$ cat config.mk
export PLATFORM = sky130hd
export DESIGN_NAME = cla4_core
export DESIGN_NICKNAME = d
export VERILOG_FILES = /design/src/rtl/cla4_core.sv
export SDC_FILE = /design/constraint.sdc
export NUM_CORES = 1
export LEC_CHECK = 0
export BUFFER_PORTS_ARGS = -buffer_cell sky130_fd_sc_hd__buf_2
export CAP_MARGIN = 15
export CELL_PAD_IN_SITES_DETAIL_PLACEMENT = 0
export CELL_PAD_IN_SITES_GLOBAL_PLACEMENT = 1
export CORE_AREA = 2 2 39 41
export CTS_CLUSTER_SIZE = 40
export DETAILED_ROUTE_END_ITERATION = 7
export DIE_AREA = 0 0 41 43
export PLACE_DENSITY_LB_ADDON = 0.15
export SYNTH_ARGS = -nofsm -noshare
export SYNTH_HDL_FRONTEND = slang
export SYNTH_SLANG_ARGS = --single-unit
$ cat constraint.sdc
create_clock -name clk -period 1.7 [get_ports clk]
set_clock_uncertainty 0.1 [all_clocks]
set_input_delay 0 -clock clk [delete_from_list [all_inputs] [get_ports clk]]
set_output_delay 0 -clock clk [all_outputs]
set_load 0.02 [all_outputs]
$ cat src/rtl/cla4_core.sv
`default_nettype none
// ============================================================================
// Module      : cla4_core
// Description : 4-bit carry-lookahead adder slice with registered sum, carry,
//               group propagate/generate and signed-overflow outputs.
// Revision    : 1.0 - initial release
// ============================================================================
module cla4_core (
   input  logic       clk,
   input  logic       rst,
   input  logic [3:0] a,
   input  logic [3:0] b,
   input  logic       ci,
   output logic [3:0] s,
   output logic       co,
   output logic       pg,
   output logic       gg,
   output logic       ov
);

   logic [3:0] w_p;
   logic [3:0] w_g;
   logic [4:0] w_c;
   logic [3:0] w_s;
   logic       w_pg;
   logic       w_gg;
   logic       w_ov;

   logic [3:0] r_s;
   logic       r_co;
   logic       r_pg;
   logic       r_gg;
   logic       r_ov;

   assign w_p = a ^ b;
   assign w_g = a & b;

   // Each carry is a flat sum of products so no bit waits on its neighbour.
   assign w_c[0] = ci;
   assign w_c[1] = w_g[0]
                 | (w_p[0] & ci);
   assign w_c[2] = w_g[1]
                 | (w_p[1] & w_g[0])
                 | (w_p[1] & w_p[0] & ci);
   assign w_c[3] = w_g[2]
                 | (w_p[2] & w_g[1])
                 | (w_p[2] & w_p[1] & w_g[0])
                 | (w_p[2] & w_p[1] & w_p[0] & ci);
   assign w_c[4] = w_g[3]
                 | (w_p[3] & w_g[2])
                 | (w_p[3] & w_p[2] & w_g[1])
                 | (w_p[3] & w_p[2] & w_p[1] & w_g[0])
                 | (w_p[3] & w_p[2] & w_p[1] & w_p[0] & ci);

   assign w_s  = w_p ^ w_c[3:0];
   assign w_pg = &w_p;
   assign w_gg = w_g[3]
               | (w_p[3] & w_g[2])
               | (w_p[3] & w_p[2] & w_g[1])
               | (w_p[3] & w_p[2] & w_p[1] & w_g[0]);
   assign w_ov = w_c[4] ^ w_c[3];

   always_ff @(posedge clk) begin
      if (rst) begin
         r_s  <= 4'd0;
         r_co <= 1'b0;
         r_pg <= 1'b0;
         r_gg <= 1'b0;
         r_ov <= 1'b0;
      end else begin
         r_s  <= w_s;
         r_co <= w_c[4];
         r_pg <= w_pg;
         r_gg <= w_gg;
         r_ov <= w_ov;
      end
   end

   assign s  = r_s;
   assign co = r_co;
   assign pg = r_pg;
   assign gg = r_gg;
   assign ov = r_ov;

endmodule
`default_nettype wire

==> results.ini <==
[final_layout]
final_cell_mix=buf_2 (18), dfxtp_1 (8), nor2_1 (5), ha_1 (4)
final_area_sq_um=531
final_common_cell=buf_2
antenna_cells=0
fin_util=0.383
syn2layout_area_growth_pct=36.8
finalNetCount=77
layout-drive-gt1-share=0.407

[setup_path]
path_cells=buf_2, ha_1, a21oi_1, o221ai_2, xnor2_1, nor2_1
max_stage_delay_ns=0.37
cp.arrival_ns=1.07
cp-start-kind=primary input
path_delay_family=compound AO/OA/AOI/OAI gates
cp_slowest_cell=ha_1
crit_required_ns=1.74
cp_max_fo=5
path_buf_inv=1
critPathCaptureType=flip-flop
critPathKind=in2reg

[yosys]
synth_fp_nets=53
ys_seq_area_frac=0.413
ys_ff_latch=8
synth_cell_types=18
syn_area_per_cell_sq_um=10.5
mappedNetlistArea_sq_um=388
synthCells=37
ys_warn_count=0

[timing]
drv_slew=0
worst_slew_pin_slew_ns=0.241
grt_setup_unrepaired=no
min_period_ns=1.03
tns_ns=0
setup_viol=0
hold_violations=0
fin_ws_ns=0.665
fmax_mhz=966
slew_headroom=0.838
period_share=0.609

[global_route]
track_usage=0.0982
first_global_vias=273
grt_overflow=0
antenna_found_initial=0
grt_pass1_wl_um=1120
grt_start_max_net_pins=9

[flow_run]
max_cap_viol_count=0

[die]
dieArea_sq_mm=0.00176
start_util=0.280
dieWidth_um=41
io_pins=19
die_y_um=43
core-area_sq_mm=0.00138
fp-row-count=14

[placement]
hpwl_um=592
gp_congestion=0.681
portBuffers=18
dp_slack_ns=0.420
placed_area_sq_um=498

[power]
ir_drop_mv=0.241
pwr-share-clk=0.278
p_int_mw=0.349
power.total_mw=0.490
p_seq_frac=0.430
p_leak_nw=0.250
swShare=0.286
combPwrFrac=0.292
power.density_mw_per_mm2=923
switchingPower_mw=0.140

[drt]
drt_pass1_iterations=4
drt-met1-wl_um=329
drt-vias-per-instance=4.59
routedWlPerCell_um=9.31
ant_nets=0
routed.top_layer=met3
vias=344
dr.first_iter.drc_count=5
wl_met3_um=80
drc=0
wl_met2_um=287
routed_wl_um=698

[clock_tree]
clockBufferDepth=2
numClockSinks=8
ctsHtreeMaxLevel=1
cts.clk_slew.worst_paths_ns=0.05
cts_setup_buffers=0
cts_buffers=3
clockRootBuffer=clkbuf_4
cts_tree=done

[worst_hold_path]
hold_path_class=in2reg

[status]
status=finished, final reports clean

## layer usage
metal,vias up,track usage
met5,-,0
met4,0,0.100
met3,0,0.0314
met2,17,0.103
met1,150,0.141
li1,177,-
## stage by stage
| stage | hold WS [ns] | instances |
|---|---|---|
| after floorplan | -0.0284 | 37 |
| after global placement | 0.166 | 71 |
| after detailed placement | 0.171 | 71 |
| after CTS | 0.0455 | 75 |
| after global routing | 0.0789 | 75 |
| final | 0.0551 | 75 |
## registers in the layout, indices dropped and copies added (netlist names)
signal,flops
s,4
co,1
gg,1
ov,1
pg,1
## synth_stat cells
| library cell | number | area [sq um] |
|---|---|---|
| dfxtp_1 | 8 | 160 |
| nor2_1 | 5 | 18.8 |
| ha_1 | 4 | 50.1 |
| xnor2_1 | 3 | 26.3 |
| a21oi_1 | 2 | 10.0 |
| nand2_1 | 2 | 7.51 |
| nor2b_1 | 2 | 12.5 |
| a211oi_1 | 1 | 7.51 |
| a211oi_2 | 1 | 12.5 |
| fa_1 | 1 | 20.0 |
| nand2b_1 | 1 | 6.26 |
| nand3_1 | 1 | 5.00 |
| nor3_1 | 1 | 5.00 |
| nor3b_1 | 1 | 7.51 |
| o21a_1 | 1 | 7.51 |
| o21ai_1 | 1 | 5.00 |
| o21bai_2 | 1 | 11.3 |
| o221ai_2 | 1 | 15.0 |
## cell families (layout without fill, tap and decap cells)
| group | Yosys count | in the layout | share of synthesized area |
|---|---|---|---|
| adder cells (fa/ha/maj) | 5 | 5 | 0.181 |
| flip-flops | 8 | 8 | 0.413 |
| AO/OA/AOI/OAI | 8 | 8 | 0.177 |
| AND/OR/NAND/NOR | 13 | 13 | 0.161 |
| XOR/XNOR | 3 | 3 | 0.0678 |
| buffers and inverters | 0 | 22 | 0 |
## path summary, 6_finish.rpt
kind	start	cells past startpoint	end	slack, ns
hold / removal	b[0]	3	s[0]	0.06
setup / recovery	a[1]	6	ov	0.67
## cell type report
cell class,count,area [sq um]
fillers,150,853
multi-input cells,29,228
flip-flops and latches,8,160
clock buffers,3,22.5
well taps,16,20.0
repair buffers,19,100
## power groups by stage
stage                     Clock [mW]  Sequential [mW]  Combinational, mW
after floorplan                    0            0.242             0.0699
after CTS                      0.143            0.211              0.144
after global placement             0            0.215              0.143
after global routing           0.159            0.213              0.159
after detailed placement           0            0.215              0.142
final                          0.136            0.211              0.143
## repair_timing
item / in CTS / in global routing
endpoints found under the hold margin: 8 / 0
hold buffers: 1 / 0
gates resized for setup: 0 / 0
Note: power is estimated with default switching activity, not from simulation.
